File: src/rtl/spi_pkg.sv
// Shared definitions for the SPI slave front-end.
// Holds the FSM state encoding, the two-bit command codes carried at the top
// of each frame, and the default data/frame widths.
package spi_pkg;

   localparam int SPI_DATA_W = 8;
   localparam int FRAME_W    = SPI_DATA_W + 2;

   localparam logic [2:0] ST_IDLE      = 3'd0;
   localparam logic [2:0] ST_CHK_CMD   = 3'd1;
   localparam logic [2:0] ST_WRITE     = 3'd2;
   localparam logic [2:0] ST_READ_ADD  = 3'd3;
   localparam logic [2:0] ST_READ_DATA = 3'd4;

   localparam logic [1:0] CMD_WR_ADDR = 2'b00;
   localparam logic [1:0] CMD_WR_DATA = 2'b01;
   localparam logic [1:0] CMD_RD_ADDR = 2'b10;
   localparam logic [1:0] CMD_RD_DATA = 2'b11;

endpackage

File: src/rtl/spi_piso_shift.sv
// Parallel-in serial-out register that drives MISO.
// Ports:
//   clk, rst_n : system clock, async active-low reset
//   i_load     : capture i_data; its MSB appears on o_bit right away
//   i_clear    : abandon any transfer and force o_bit low
//   i_data     : byte to send
//   o_bit      : registered serial output, MSB first, low when idle
//   o_done     : high for one cycle once the LSB has been presented
module spi_piso_shift #(
   parameter int DATA_W = 8
) (
   input  logic              clk,
   input  logic              rst_n,
   input  logic              i_load,
   input  logic              i_clear,
   input  logic [DATA_W-1:0] i_data,
   output logic              o_bit,
   output logic              o_done
);

   localparam int CNT_W = (DATA_W > 2) ? $clog2(DATA_W) : 1;

   logic [DATA_W-1:0] r_sreg;
   logic [CNT_W-1:0]  r_cnt;
   logic              r_active;
   logic              r_bit;

   always_ff @(posedge clk or negedge rst_n) begin
      if (!rst_n) begin
         r_sreg   <= '0;
         r_cnt    <= '0;
         r_active <= 1'b0;
         r_bit    <= 1'b0;
      end else if (i_clear) begin
         r_cnt    <= '0;
         r_active <= 1'b0;
         r_bit    <= 1'b0;
      end else if (i_load) begin
         // MSB goes straight to the output flop; the rest waits in r_sreg
         r_sreg   <= {i_data[DATA_W-2:0], 1'b0};
         r_bit    <= i_data[DATA_W-1];
         r_cnt    <= CNT_W'(DATA_W - 1);
         r_active <= 1'b1;
      end else if (r_active) begin
         if (r_cnt != '0) begin
            r_bit  <= r_sreg[DATA_W-1];
            r_sreg <= {r_sreg[DATA_W-2:0], 1'b0};
            r_cnt  <= r_cnt - 1'b1;
         end else begin
            r_bit    <= 1'b0;
            r_active <= 1'b0;
         end
      end
   end

   assign o_bit  = r_bit;
   assign o_done = r_active && (r_cnt == '0);

endmodule

File: src/rtl/spi_slave_ctrl.sv
// SPI slave front-end: deserialises {cmd, payload} frames from MOSI for the
// RAM and, on a read-data command, serialises the RAM's reply on MISO.
// Ports:
//   clk, rst_n         : system clock, async active-low reset
//   ss_n, mosi         : slave select (active low) and serial input, clk-synchronous
//   miso               : registered serial output
//   rx_data, rx_valid  : completed frame and its one-cycle strobe
//   tx_data, tx_valid  : read data returned by the RAM
//
// state      | meaning
// -----------+---------------------------------------------------------
// IDLE       | waiting for ss_n low
// CHK_CMD    | sample frame bit 9, choose write or read path
// WRITE      | receive rest of a write frame, then hold
// READ_ADD   | receive read-address (or unmatched read) frame, then hold
// READ_DATA  | receive frame, wait for tx_valid, shift byte out on MISO
module spi_slave_ctrl
   import spi_pkg::*;
#(
   parameter int DATA_W = SPI_DATA_W
) (
   input  logic                clk,
   input  logic                rst_n,
   input  logic                ss_n,
   input  logic                mosi,
   output logic                miso,
   output logic [DATA_W+1:0]   rx_data,
   output logic                rx_valid,
   input  logic [DATA_W-1:0]   tx_data,
   input  logic                tx_valid
);

   localparam int LP_FRAME_W = DATA_W + 2;
   localparam int CNT_W      = $clog2(LP_FRAME_W);

   logic [2:0]            r_state;
   logic [LP_FRAME_W-1:0] r_shift;
   logic [CNT_W-1:0]      r_bit_cnt;
   logic                  r_rx_seen;
   logic                  r_tx_started;
   logic                  r_rd_addr_done;
   logic [LP_FRAME_W-1:0] r_rx_data;
   logic                  r_rx_valid;

   logic w_abort;
   logic w_tx_load;
   logic w_tx_done;
   logic w_miso;

   assign w_abort   = (r_state != ST_IDLE) && ss_n;
   // tx_valid only counts after this frame's rx_valid and before the byte is taken
   assign w_tx_load = (r_state == ST_READ_DATA) && r_rx_seen && !r_tx_started
                      && tx_valid && !ss_n;

   always_ff @(posedge clk or negedge rst_n) begin
      if (!rst_n) begin
         r_state        <= ST_IDLE;
         r_shift        <= '0;
         r_bit_cnt      <= '0;
         r_rx_seen      <= 1'b0;
         r_tx_started   <= 1'b0;
         r_rd_addr_done <= 1'b0;
         r_rx_data      <= '0;
         r_rx_valid     <= 1'b0;
      end else begin
         r_rx_valid <= 1'b0;
         if (w_abort) begin
            r_state      <= ST_IDLE;
            r_bit_cnt    <= '0;
            r_rx_seen    <= 1'b0;
            r_tx_started <= 1'b0;
         end else begin
            case (r_state)
               ST_IDLE: begin
                  r_rx_seen    <= 1'b0;
                  r_tx_started <= 1'b0;
                  if (!ss_n) r_state <= ST_CHK_CMD;
               end
               ST_CHK_CMD: begin
                  r_shift   <= {r_shift[LP_FRAME_W-2:0], mosi};
                  r_bit_cnt <= CNT_W'(LP_FRAME_W - 1);
                  if (!mosi)               r_state <= ST_WRITE;
                  else if (r_rd_addr_done) r_state <= ST_READ_DATA;
                  else                     r_state <= ST_READ_ADD;
               end
               default: begin
                  if (r_bit_cnt != '0) begin
                     r_shift   <= {r_shift[LP_FRAME_W-2:0], mosi};
                     r_bit_cnt <= r_bit_cnt - 1'b1;
                  end else if (!r_rx_seen) begin
                     r_rx_data  <= r_shift;
                     r_rx_valid <= 1'b1;
                     r_rx_seen  <= 1'b1;
                     if (r_shift[LP_FRAME_W-1 -: 2] == CMD_RD_ADDR)
                        r_rd_addr_done <= 1'b1;
                  end
                  if (w_tx_load) r_tx_started   <= 1'b1;
                  if (w_tx_done) r_rd_addr_done <= 1'b0;
               end
            endcase
         end
      end
   end

   spi_piso_shift #(.DATA_W(DATA_W)) u_piso (
      .clk     (clk),
      .rst_n   (rst_n),
      .i_load  (w_tx_load),
      .i_clear (w_abort),
      .i_data  (tx_data),
      .o_bit   (w_miso),
      .o_done  (w_tx_done)
   );

   assign miso     = w_miso;
   assign rx_data  = r_rx_data;
   assign rx_valid = r_rx_valid;

endmodule

File: config.mk
export PLATFORM = sky130hd
export DESIGN_NAME = spi_slave_ctrl
export DESIGN_NICKNAME = d
export VERILOG_FILES = /design/src/rtl/spi_pkg.sv /design/src/rtl/spi_piso_shift.sv /design/src/rtl/spi_slave_ctrl.sv
export SDC_FILE = /design/constraint.sdc
export NUM_CORES = 1
export LEC_CHECK = 0
export CAP_MARGIN = 40
export CORE_AREA = 2 2 71 73
export DETAILED_ROUTE_END_ITERATION = 12
export DIE_AREA = 0 0 73 75
export PLACE_DENSITY = 0.67
export RECOVER_POWER = 50
export SKIP_CTS_REPAIR_TIMING = 1
export SYNTH_ARGS = -nofsm -noshare
export SYNTH_HDL_FRONTEND = slang
export SYNTH_HIERARCHICAL = 1
export SYNTH_SLANG_ARGS = --single-unit
File: constraint.sdc
create_clock -name clk -period 1.85 [get_ports clk]
set_input_delay 0.185 -clock clk [delete_from_list [all_inputs] [get_ports clk]]
set_output_delay 0.185 -clock clk [all_outputs]
set_load 0.05 [all_outputs]
==> results_dict.tcl <==
set metrics [dict create \
    status "finished clean" \
    clock.fmax_ghz 0.5449 \
    ys_ff_latch 43 \
    clock_sinks 43 \
    syn_avg_cell_area_um2 12.62 \
    layout_common_cells "dfrtp_1 (43), clkdlybuf4s50_1 (23), mux2_2 (20), buf_4 (18), mux2_4 (11)" \
    met3WireLength_um 161 \
    cp.arrival_ps 2020 \
    rows 25 \
    cts_tree "done" \
    synthAdderAreaFrac 0.02463 \
    slowest_delay_ps 410 \
    met1_length_mm 1.780 \
    synth_warnings 6 \
    via_per_inst 5.348 \
    numCtsBuffers 5 \
    syn_area_um2 2032 \
    grt_max_degree 17 \
    p_switching_mw 1.369 \
    final_cells 267 \
    wl_met2_mm 2.260 \
    p_clk_frac 0.198 \
    crit_type "register to register" \
    slew_viol_final 0 \
    cp_max_fo 5 \
    routabilityCongestion 0.7882 \
    fill_cells 387 \
    irDropWorstVdd_uv 838.7 \
    h-tree-depth 2 \
    hpwl_mm 3.108 \
    place_inst 256 \
    areaGrowthSynthToFinish_pct 31.03 \
    clkTransAtPathRegs_ps 80 \
    die_area_um2 5475 \
    ys.flop_type "dfrtp_1" \
    multi_input_comb_area_um2 928.4 \
    rsz0062_at_grt "yes" \
    grt_usage 0.1726 \
    synth.distinct_cells 39 \
    layout_commonest_cell "dfrtp_1" \
    top_layer "met4" \
    required_ps 2040 \
    p_leak_nw 1.182 \
    synthXorXnorAreaFrac 0 \
    syn-num-nets 178 \
    antenna_found_initial 0 \
    synth_mux_area_frac 0.1927 \
    clock_latency_ps 300 \
    switching_share 0.3683 \
    drtIter0Drc 37 \
    synth-edff-count 0 \
    finClkSkew_ps 4.102 \
    synth_compound_area_frac 0.09421 \
    cts_buffer_depth 2 \
    portBuffers 24 \
    regArea_um2 1076 \
    fin_nets 229 \
    detail-route-antenna-nets 0 \
    synth_top_family_by_area "multiplexers" \
    place_area_um2 2482 \
    critPathLaunch "r_state[0]" \
    synth_simple_gate_area_frac 0.1176 \
    finalCriticalPeriod_ps 1835 \
    start_util 0.4360 \
    internal-power_mw 2.349 \
    die_h_um 75 \
    grt_overflow 0 \
    design_area_um2 2663 \
    final-setup-viol-count 0 \
    grt_pass1_vias 1538 \
    worst_slew_pin_slew_ps 790.5 \
    n_antenna_cell 0 \
    ys_seq_area_frac 0.5296 \
    end_kind "register" \
    drt-total-wl_mm 4.294 \
    hp-class "primary input to asynchronous set/reset pin" \
    startpoint_type "register" \
    drv_cap 0 \
    p_per_area_nw_per_um2 1396 \
    hold_viol_final 0 \
    avgRoutedWirePerCell_um 16.08 \
    syn_inst 161 \
    r2r-start "r_state[0]" \
    drc 0 \
    grt_first_pass_wirelength_mm 7.127 \
    die_x_um 73 \
    relSlewSlack 0.4730 \
    drt_pass1_iterations 4 \
    min_period_over_period 0.9920 \
    drive_gt1_frac 0.3615 \
    cpMaxStageDelayCell "dfrtp_1" \
    num_vias 1428 \
    synth-async-reset-ratio 1.000 \
    power_frac_seq 0.383 \
    combPwrFrac 0.419 \
    cpMostUsedCell "mux2_4" \
    core_area_um2 4661 \
    fin_util 0.5713 \
    cts_root_buf "clkbuf_8" \
    io_pins 25 \
    path_cells "nor2_2, nand3_2, nor4_4, buf_6, mux2_4, mux2_4" \
]
## per-layer routing
metal | GRT usage | up-vias
met2 | 0.2973 | 34
met3 | 0.05221 | 9
met5 | 0 | -
met4 | 0.07407 | 0
li1 | - | 676
met1 | 0.2002 | 709
## stage by stage
stage	setup slack [ps]	TNS, ps	hold WS [ps]	power, mW
2_1_floorplan	-75.36	-452.2	-110.6	2.447
3_3_place_gp	-67.22	-414.8	96.61	2.934
3_5_place_dp	-139.0	-993.5	109.8	2.987
4_1_cts	-17.17	-41.62	-217.1	3.736
5_1_grt	-97.27	-597.4	512.9	3.922
6_report	14.73	0	474.6	3.718
## sequential cells by signal (all words and copies together), names as in the netlist
register / flops
r_state: 3
r_shift: 10
u_piso/r_sreg: 7
r_rd_addr_done: 1
u_piso/o_bit: 1
rx_data: 10
u_piso/r_cnt: 3
r_bit_cnt: 4
r_rx_seen: 1
r_tx_started: 1
u_piso/r_active: 1
rx_valid: 1
## layout make-up
| class | count | share of cell area |
|---|---|---|
| clock buffer | 5 | 0.02585 |
| clock inverter | 3 | 0.01645 |
| inverter | 11 | 0.01551 |
| multi-input combinational | 102 | 0.3487 |
| sequential | 43 | 0.4041 |
| tap | 54 | 0.02538 |
| timing repair buffer | 49 | 0.1640 |
## power by group through the flow
stage	clock network, mW	registers, mW	logic, mW
6_report	0.736	1.42	1.56
5_1_grt	0.784	1.47	1.66
4_1_cts	0.758	1.42	1.56
3_5_place_dp	0	1.44	1.55
3_3_place_gp	0	1.42	1.51
2_1_floorplan	0	1.79	0.661
## cells in the mapped netlist, types with 2 or more instances
cell type,instances,area share
inv_1,11,0.020
a22o_1,2,0.0086
ha_1,4,0.025
a211oi_1,2,0.0074
nand3_1,4,0.0099
nor3_1,5,0.012
dfrtp_1,43,0.53
nor2_1,9,0.017
mux2_2,25,0.14
nand2_1,4,0.0074
nand2b_1,3,0.0092
a21oi_1,4,0.0099
buf_6,3,0.017
mux2_4,6,0.044
a31oi_1,4,0.012
or3_2,2,0.0074
nor2b_1,3,0.0092
mux2i_1,2,0.0099
o21ai_0,5,0.012
## critical path, delay by kind of cell, from the launching register on
kind          cells  cell delay, ps
simple gates      3             570
mux               2             560
flops             1             410
buf+inv           1             190
## cells by family after synthesis
logic type,after synthesis
muxes,33
AOI/OAI and AO/OA,25
and+or+nand+nor,40
buffers and inverters,16
adders and majority gates,4
DFF,43
## worst paths after layout
kind                       cells after the start               end  slack [ps]
max                                            6  u_piso/r_sreg[7]          10
min                                            2      r_bit_cnt[3]         470
max reg2reg                                    6  u_piso/r_sreg[7]          10
min reg2reg                                    1        rx_data[7]         510
max in group asynchronous                      3        r_state[0]         470
min in group clk                               3  u_piso/r_sreg[1]         470
(Power assumes the default switching activity.)
